===== src/rtl/mem_arbiter_if.sv =====
// Bundle of requester-side and RAM-side signals around the memory arbiter.
// slave is the arbiter's view; master is the view of everything around it.
interface mem_arbiter_if;
    logic        iREN;
    logic [31:0] iaddr;
    logic        iwait;
    logic [31:0] iload;

    logic        dREN;
    logic        dWEN;
    logic [31:0] daddr;
    logic [31:0] dstore;
    logic        dwait;
    logic [31:0] dload;

    logic        ramREN;
    logic        ramWEN;
    logic [31:0] ramaddr;
    logic [31:0] ramstore;
    logic [31:0] ramload;
    logic [1:0]  ramstate;

    modport slave (
        input  iREN, iaddr, dREN, dWEN, daddr, dstore, ramload, ramstate,
        output iwait, iload, dwait, dload, ramREN, ramWEN, ramaddr, ramstore
    );

    modport master (
        output iREN, iaddr, dREN, dWEN, daddr, dstore, ramload, ramstate,
        input  iwait, iload, dwait, dload, ramREN, ramWEN, ramaddr, ramstore
    );
endinterface


===== src/rtl/mem_arbiter.sv =====
// Two-requester (icache/dcache) arbiter for a single RAM port, with optional
// round-robin fairness under contention.
//
//   state  | meaning
//   IDLE   | no grant; RAM port quiet; arbitrate pending requests
//   IGRANT | icache owns the RAM port until ACCESS or request drop
//   DGRANT | dcache owns the RAM port until ACCESS or request drop
module mem_arbiter #(
    parameter bit FAIR = 1'b1
) (
    input  logic          CLK,
    input  logic          nRST,
    mem_arbiter_if.slave  bus
);
    typedef enum logic [1:0] {
        IDLE   = 2'd0,
        IGRANT = 2'd1,
        DGRANT = 2'd2
    } state_t;

    localparam logic [1:0] RAM_ACCESS = 2'd2;

    state_t state, next_state;
    logic   last_d, next_last_d;
    logic   d_req;
    logic   access;

    assign d_req  = bus.dREN | bus.dWEN;
    assign access = (bus.ramstate == RAM_ACCESS);

    always_ff @(posedge CLK or negedge nRST) begin
        if (!nRST) begin
            state  <= IDLE;
            last_d <= 1'b0;
        end else begin
            state  <= next_state;
            last_d <= next_last_d;
        end
    end

    // ACCESS is checked before a request drop so a completing transfer is
    // always recorded, even if the requester lets go in that same cycle.
    always_comb begin
        next_state  = state;
        next_last_d = last_d;
        case (state)
            IDLE: begin
                if (d_req && bus.iREN)
                    next_state = (FAIR && last_d) ? IGRANT : DGRANT;
                else if (d_req)
                    next_state = DGRANT;
                else if (bus.iREN)
                    next_state = IGRANT;
            end
            IGRANT: begin
                if (access) begin
                    next_state  = IDLE;
                    next_last_d = 1'b0;
                end else if (!bus.iREN) begin
                    next_state = IDLE;
                end
            end
            DGRANT: begin
                if (access) begin
                    next_state  = IDLE;
                    next_last_d = 1'b1;
                end else if (!d_req) begin
                    next_state = IDLE;
                end
            end
            default: next_state = IDLE;
        endcase
    end

    always_comb begin
        bus.ramREN   = 1'b0;
        bus.ramWEN   = 1'b0;
        bus.ramaddr  = 32'h0;
        bus.ramstore = 32'h0;
        bus.iwait    = 1'b1;
        bus.dwait    = 1'b1;
        case (state)
            IGRANT: begin
                bus.ramREN  = 1'b1;
                bus.ramaddr = bus.iaddr;
                bus.iwait   = ~access;
            end
            DGRANT: begin
                bus.ramWEN   = bus.dWEN;
                bus.ramREN   = bus.dREN & ~bus.dWEN;
                bus.ramaddr  = bus.daddr;
                bus.ramstore = bus.dstore;
                bus.dwait    = ~access;
            end
            default: ;
        endcase
    end

    assign bus.iload = bus.ramload;
    assign bus.dload = bus.ramload;
endmodule


===== src/flat_wrapper.sv =====
// flat-port wrapper written by rule: the top's interface ports become plain ports
module mem_arbiter_flat 
#(
    parameter bit FAIR = 1'b1
)
  (CLK, nRST, bus_iREN, bus_iaddr, bus_dREN, bus_dWEN, bus_daddr, bus_dstore, bus_ramload, bus_ramstate, bus_iwait, bus_iload, bus_dwait, bus_dload, bus_ramREN, bus_ramWEN, bus_ramaddr, bus_ramstore);
  mem_arbiter_if bus_i ();
  input  logic CLK;
  input  logic nRST;
  input wire logic [$bits(bus_i.iREN)-1:0] bus_iREN;
  input wire logic [$bits(bus_i.iaddr)-1:0] bus_iaddr;
  input wire logic [$bits(bus_i.dREN)-1:0] bus_dREN;
  input wire logic [$bits(bus_i.dWEN)-1:0] bus_dWEN;
  input wire logic [$bits(bus_i.daddr)-1:0] bus_daddr;
  input wire logic [$bits(bus_i.dstore)-1:0] bus_dstore;
  input wire logic [$bits(bus_i.ramload)-1:0] bus_ramload;
  input wire logic [$bits(bus_i.ramstate)-1:0] bus_ramstate;
  output wire logic [$bits(bus_i.iwait)-1:0] bus_iwait;
  output wire logic [$bits(bus_i.iload)-1:0] bus_iload;
  output wire logic [$bits(bus_i.dwait)-1:0] bus_dwait;
  output wire logic [$bits(bus_i.dload)-1:0] bus_dload;
  output wire logic [$bits(bus_i.ramREN)-1:0] bus_ramREN;
  output wire logic [$bits(bus_i.ramWEN)-1:0] bus_ramWEN;
  output wire logic [$bits(bus_i.ramaddr)-1:0] bus_ramaddr;
  output wire logic [$bits(bus_i.ramstore)-1:0] bus_ramstore;
  assign bus_i.iREN = bus_iREN;
  assign bus_i.iaddr = bus_iaddr;
  assign bus_i.dREN = bus_dREN;
  assign bus_i.dWEN = bus_dWEN;
  assign bus_i.daddr = bus_daddr;
  assign bus_i.dstore = bus_dstore;
  assign bus_i.ramload = bus_ramload;
  assign bus_i.ramstate = bus_ramstate;
  assign bus_iwait = bus_i.iwait;
  assign bus_iload = bus_i.iload;
  assign bus_dwait = bus_i.dwait;
  assign bus_dload = bus_i.dload;
  assign bus_ramREN = bus_i.ramREN;
  assign bus_ramWEN = bus_i.ramWEN;
  assign bus_ramaddr = bus_i.ramaddr;
  assign bus_ramstore = bus_i.ramstore;
  mem_arbiter #(.FAIR(FAIR)) u_core (.CLK(CLK), .nRST(nRST), .bus(bus_i));
endmodule

===== config.mk =====
export PLATFORM = sky130hd
export DESIGN_NAME = mem_arbiter_flat
export DESIGN_NICKNAME = d
export VERILOG_FILES = /design/src/rtl/mem_arbiter_if.sv /design/src/rtl/mem_arbiter.sv /design/src/flat_wrapper.sv
export SDC_FILE = /design/constraint.sdc
export NUM_CORES = 1
export LEC_CHECK = 0
export ABC_AREA = 0
export BUFFER_PORTS_ARGS = -buffer_cell sky130_fd_sc_hd__clkbuf_2
export CAP_MARGIN = 25
export CORE_AREA = 2 2 103 105
export DETAILED_ROUTE_END_ITERATION = 8
export DIE_AREA = 0 0 105 107
export SYNTH_ARGS = -nofsm -noshare
export SYNTH_HDL_FRONTEND = slang
export SYNTH_SLANG_ARGS = --single-unit

===== constraint.sdc =====
create_clock -name CLK -period 1.6 [get_ports CLK]
set_input_delay 0 -clock CLK [delete_from_list [all_inputs] [get_ports CLK]]
set_output_delay 0 -clock CLK [all_outputs]
set_load 0.005 [all_outputs]

==> results of run 1 <==
logic make-up (layout without fill, tap and decap cells):
group,Yosys count,count (layout),synth area share
and+or+nand+nor,76,76,0.3243
buffers and inverters,81,187,0.3749
AOI/OAI and AO/OA,38,38,0.1946
muxes,2,2,0.01348
DFF,3,3,0.05055
adders and majority gates,5,5,0.04212
layer usage:
metal,GRT usage,wire [µm]
met4,0.03429,112
met2,0.1535,2726
met3,0.01763,470
met1,0.09463,2200
met5,0,0
cell usage after synthesis:
cell      count
nand2_1       5
buf_4        65
mux2i_1       2
nand2b_4      1
a21oi_1       2
inv_2         1
nor2_1        2
inv_1         2
nand2b_1      1
and2_1       33
a31oi_2       1
ha_1          5
o31ai_2       1
nor4b_2       1
o21a_1        1
nor2b_4       1
nor2b_1      32
dfrtp_1       3
a22oi_1      32
clkbuf_1      6
a31oi_1       1
buf_2         7
stage by stage:
step | power, W | setup slack (ps) | TNS [ps] | cells
3_3_place_gp | 0.002610 | 164.0 | 0 | 439
6_report | 0.003129 | 60.80 | 0 | 447
5_1_grt | 0.003399 | 0.7845 | 0 | 447
4_1_cts | 0.002935 | -20.01 | -36.44 | 444
3_5_place_dp | 0.002669 | 44.54 | 0 | 439
2_1_floorplan | 0.001681 | 235.0 | 0 | 205
area by class of cell:
type / instances / area share
Sequential cell: 3 / 0.03502
Clock buffer: 4 / 0.02067
Timing Repair Buffer: 180 / 0.4512
Multi-Input combinational cell: 121 / 0.4087
Tap cell: 136 / 0.07807
Inverter: 3 / 0.006315
flip-flops by register name (all words and copies together), names as in the netlist:
register and cells:
u_core.state 2, u_core.last_d 1
worst paths after layout:
path	to	slack [ps]	cells after the start
max in group asynchronous	u_core.state[0]$_DFFE_PN0P_	1360	2
worst max register to register	u_core.state[0]$_DFFE_PN0P_	100	5
worst min register to register	u_core.last_d$_DFFE_PN0P_	570	2
worst max-delay path	bus_ramaddr[20]	60	6
worst min-delay path	bus_iload[7]	0.001	0
min in group asynchronous	u_core.last_d$_DFFE_PN0P_	100	2
critical path, cell delays in order, from the launching register on:
cell,delay [ps]
dfrtp_1,390
buf_4,150
ha_4,190
buf_12,160
a22oi_1,230
nor2b_1,70
clkbuf_2,110
timing repair:
item                       CTS  global route
pin swaps                    0             1
buffers inserted             0             2
gates resized for setup      3             7
setup endpoints to repair   31            35
hold buffers                 1             0
cloned                       0             1
hold endpoints to repair     3             0
power breakdown:
part           switching [W]  internal [W]
sequential         0.0000366      0.000112
clock              0.0000608      0.000171
combinational        0.00130       0.00145
==> results.sh, run 1 <==
export IMPL_die_x_um=105
export IMPL_yosysSeqAreaShare=0.05055
export IMPL_place_gp_congestion=0.8231
export IMPL_place_area_mm2=0.002043
export IMPL_ir_drop_mv=0.8274
export IMPL_drt_initial_drc_count=77
export IMPL_clk_latency_ps=220
export IMPL_cp_required_ps=1600
export IMPL_cts_tree="done"
export IMPL_track_usage=0.08400
export IMPL_fin_area_mm2=0.002180
export IMPL_synth_top_cell_area_share=0.3286
export IMPL_syn_nets=345
export IMPL_max_slew_margin=0.7983
export IMPL_synth_top_cell_by_area="buf_4"
export IMPL_num_fill_cells=1164
export IMPL_status="finished clean"
export IMPL_antenna_found_initial=0
export IMPL_multi_input_area_um2=890.9
export IMPL_startpoint="u_core.state[1]$_DFFE_PN0P_"
export IMPL_power_leakage_nw=1.143
export IMPL_critPathKind="flop to primary output"
export IMPL_seqCellArea_um2=76.32
export IMPL_end_kind="primary output"
export IMPL_drc=0
export IMPL_ys_ff_latch=3
export IMPL_clk_pin_slew_ps=40
export IMPL_cts_buffer_depth=2
export IMPL_num_vias=1692
export IMPL_drive_above_1_share=0.6238
export IMPL_grt_pass1_wl_um=7776
export IMPL_area_growth_pct=46.76
export IMPL_insertedDiodeCount=0
export IMPL_yosys_warnings=0
export IMPL_fmax_mhz=649.7
export IMPL_final_common_cell="clkbuf_2"
export IMPL_timing_rr_start="u_core.state[0]$_DFFE_PN0P_"
export IMPL_start_util=0.1472
export IMPL_die_area_mm2=0.01124
export IMPL_clock_sinks=3
export IMPL_final_cell_mix="170 x clkbuf_2, 33 x and2_1, 32 x a22oi_1, 32 x nor2b_1"
export IMPL_rsz0062_at_grt="no"
export IMPL_setup_violations=0
export IMPL_min_from="bus_ramload[7]"
export IMPL_avgSynthCellArea_um2=7.245
export IMPL_holdWs_ps=0.001202
export IMPL_gr_total_overflow=0
export IMPL_portBuffers=170
export IMPL_ctsHtreeMaxLevel=1
export IMPL_ios=267
export IMPL_vias_per_cell=3.785
export IMPL_post_drt_wl_per_cell_um=12.33
export IMPL_period_share=0.9620
export IMPL_min_path_type="primary input to primary output"
export IMPL_grt_pass1_vias=1567
export IMPL_finClkSkew_ps=7.104
export IMPL_finalNetCount=452
export IMPL_std_cell_rows=37
export IMPL_drtAntennaViolNets=0
export IMPL_power_density_mw_per_mm2=1436
export IMPL_final_util=0.2160
export IMPL_critPathMaxFanout=16
export IMPL_drt_total_wl_um=5511
export IMPL_syn_inst=205
export IMPL_dieHeight_um=107
export IMPL_grt_max_degree=32
export IMPL_slew_viol_final=0
export IMPL_drv_cap=0
export IMPL_arrival_ps=1540
export IMPL_synth_area_top_cells="buf_4 33%, a22oi_1 16%, and2_1 14%"
export IMPL_cts_buffers=3
export IMPL_core_mm2=0.01009
export IMPL_synth_cell_types=22
export IMPL_drt_pass1_iter_count=4
export IMPL_finalHoldViolCount=0
export IMPL_final_min_clock_period_ps=1539
export IMPL_startpoint_type="flop"
export IMPL_tightestPinTransition_ps=300.8
export IMPL_syn_cell_area_mm2=0.001485
export IMPL_clock_root_buffer="clkbuf_8"
export IMPL_dp_hpwl_um=4369
Power figures use the tool's default switching activity.
==> inputs of run 2 (changes only) <==
- GPL_TIMING_DRIVEN: default -> 0
==> run 2 against run 1 <==
Hold slack improved by 120 ps. Largest cell class unchanged. Clock power barely moved. Flip-flop and latch count stayed put. Non-clock buffer count up 140. Setup slack improved by 2.2 ps. Sequential share of layout area down 1.1 points. Fmax is 0.14% higher. Global-route usage grew 2.1 points. Power rose by 21%. Die area unchanged.
==> results.sh, run 2 (same netlist as run 1, synthesis figures left out) <==
export IMPL_status="finished clean"
export IMPL_dp_hpwl_um=5751
export IMPL_setup_ws_ps=63.00
export IMPL_arrival_ps=1540
export IMPL_finalNetCount=592
export IMPL_power_leakage_nw=1.807
export IMPL_critPathMaxFanout=10
export IMPL_startpoint="u_core.state[1]$_DFFE_PN0P_"
export IMPL_die_x_um=105
export IMPL_regMostFlops="u_core.state"
export IMPL_period_share=0.9606
export IMPL_final_cell_mix="228 x clkbuf_2, 69 x buf_4, 33 x and2_1, 32 x nor2b_1, 21 x a22oi_1"
export IMPL_max_slew_margin=0.8078
export IMPL_grt_max_degree=11
export IMPL_setup_violations=0
export IMPL_grt_util_met1=0.1250
export IMPL_end_kind="primary output"
export IMPL_rsz0062_at_grt="yes"
export IMPL_start_util=0.1472
export IMPL_dieHeight_um=107
export IMPL_reg2regPathDepth=6
export IMPL_portBuffers=234
export IMPL_finClkSkew_ps=5.304
export IMPL_area_growth_pct=114.6
export IMPL_ctsHtreeMaxLevel=1
export IMPL_final_min_clock_period_ps=1537
export IMPL_r2r_end="u_core.state[1]$_DFFE_PN0P_"
export IMPL_holdWs_ps=120.7
export IMPL_place_gp_congestion=0.7716
export IMPL_startpoint_type="flop"
export IMPL_drt_initial_drc_count=53
export IMPL_clk_latency_ps=230
export IMPL_insertedDiodeCount=0
export IMPL_drt_pass1_iter_count=4
export IMPL_reg_top3="u_core.state (2), u_core.last_d (1)"
export IMPL_ios=267
export IMPL_min_path_type="primary input to async pin"
export IMPL_ir_drop_mv=0.6722
export IMPL_clk_pin_slew_ps=40
export IMPL_num_vias=2195
export IMPL_place_area_mm2=0.002826
export IMPL_cp_required_ps=1600
export IMPL_drv_cap=0
export IMPL_antenna_found_initial=0
export IMPL_multi_input_area_um2=957.2
export IMPL_top_usage_layer="met2"
export IMPL_post_drt_wl_per_cell_um=11.67
export IMPL_final_common_cell="clkbuf_2"
export IMPL_seqCellArea_um2=76.32
export IMPL_vias_per_cell=3.739
export IMPL_std_cell_rows=37
export IMPL_num_fill_cells=1084
export IMPL_timing_rr_start="u_core.state[0]$_DFFE_PN0P_"
export IMPL_drc=0
export IMPL_gr_total_overflow=0
export IMPL_clock_root_buffer="clkbuf_8"
export IMPL_cts_buffers=3
export IMPL_pre_cts_ws_ps=-56.49
export IMPL_tightestPinTransition_ps=287.5
export IMPL_clock_sinks=3
export IMPL_drt_total_wl_um=6849
export IMPL_power_density_mw_per_mm2=1189
export IMPL_cts_buffer_depth=2
export IMPL_fmax_mhz=650.6
export IMPL_finalHoldViolCount=0
export IMPL_cts_tree="done"
export IMPL_drive_above_1_share=0.7672
export IMPL_grtUsageMet2=0.2050
export IMPL_r2r_setup_slack_ps=120
export IMPL_drtAntennaViolNets=0
export IMPL_grtUsageMet3=0.01155
export IMPL_slew_viol_final=0
export IMPL_core_mm2=0.01009
export IMPL_largest_reg_flops=2
export IMPL_grt_pass1_vias=2031
export IMPL_grt_pass1_wl_um=9701
export IMPL_track_usage=0.1045
export IMPL_critPathKind="flop to primary output"
export IMPL_fin_area_mm2=0.003187
export IMPL_die_area_mm2=0.01124
[run 2: changes by cell type in the layout (fill, tap and decap cells not counted), sizes merged]
cell / delta
clkbuf: +62
buf: +78
[run 2: worst max path at each step]
stage                                  end  slack (ps)  cells after the start
2_1_floorplan  u_core.state[0]$_DFFE_PN0P_         240                      6
3_3_place_gp                bus_ramaddr[2]         -50                      5
3_5_place_dp               bus_ramaddr[29]         -60                      5
4_1_cts                    bus_ramaddr[11]           1                      7
5_1_grt                     bus_ramaddr[8]         -30                      7
6_report                    bus_ramaddr[0]          60                      7
[run 2: power breakdown]
part / leakage (nW) / internal [W] / total [W] / switching [W]
logic: 1.75 / 0.00192 / 0.00340 / 0.00148
registers: 0.0375 / 0.000112 / 0.000158 / 0.0000466
clock network: 0.0228 / 0.000171 / 0.000235 / 0.0000637
[run 2: critical path, stage by stage (launching register included)]
cell      delay [ps]
dfrtp_2          450
inv_4             90
ha_1             160
buf_6            130
buf_6            150
a22oi_1           80
nor2b_1          130
clkbuf_2         120
[run 2: timing repair]
item | CTS | global route
hold buffers | 1 | 0
pin swaps | 0 | 1
setup buffers | 0 | 4
endpoints found under the hold margin | 3 | 0
gates resized for setup | 26 | 40
endpoints found under the setup margin | 62 | 43
cloned | 0 | 3
[run 2: cell type report]
| cell class | count | share of cell area |
|---|---|---|
| Buffer | 78 | 0.1995 |
| Clock buffer | 4 | 0.01413 |
| Inverter | 3 | 0.005104 |
| Multi-Input combinational cell | 121 | 0.3004 |
| Sequential cell | 3 | 0.02395 |
| Tap cell | 136 | 0.05340 |
| Timing Repair Buffer | 242 | 0.4036 |
[run 2: per-layer routing]
layer	part of all wire	wire, µm
met3	0.090	615
met2	0.52	3537
met4	0.0028	19
met1	0.39	2676
met5	0	0
[run 2: through the flow]
step,TNS (ps),util,total power (W),instances
4_1_cts,0,0.2923,0.003272,580
2_1_floorplan,0,-,0.001681,205
5_1_grt,-126.1,0.3158,0.004132,587
3_3_place_gp,-452.5,0.2801,0.002776,575
3_5_place_dp,-649.5,0.2801,0.002804,575
6_report,0,0.3158,0.003791,587
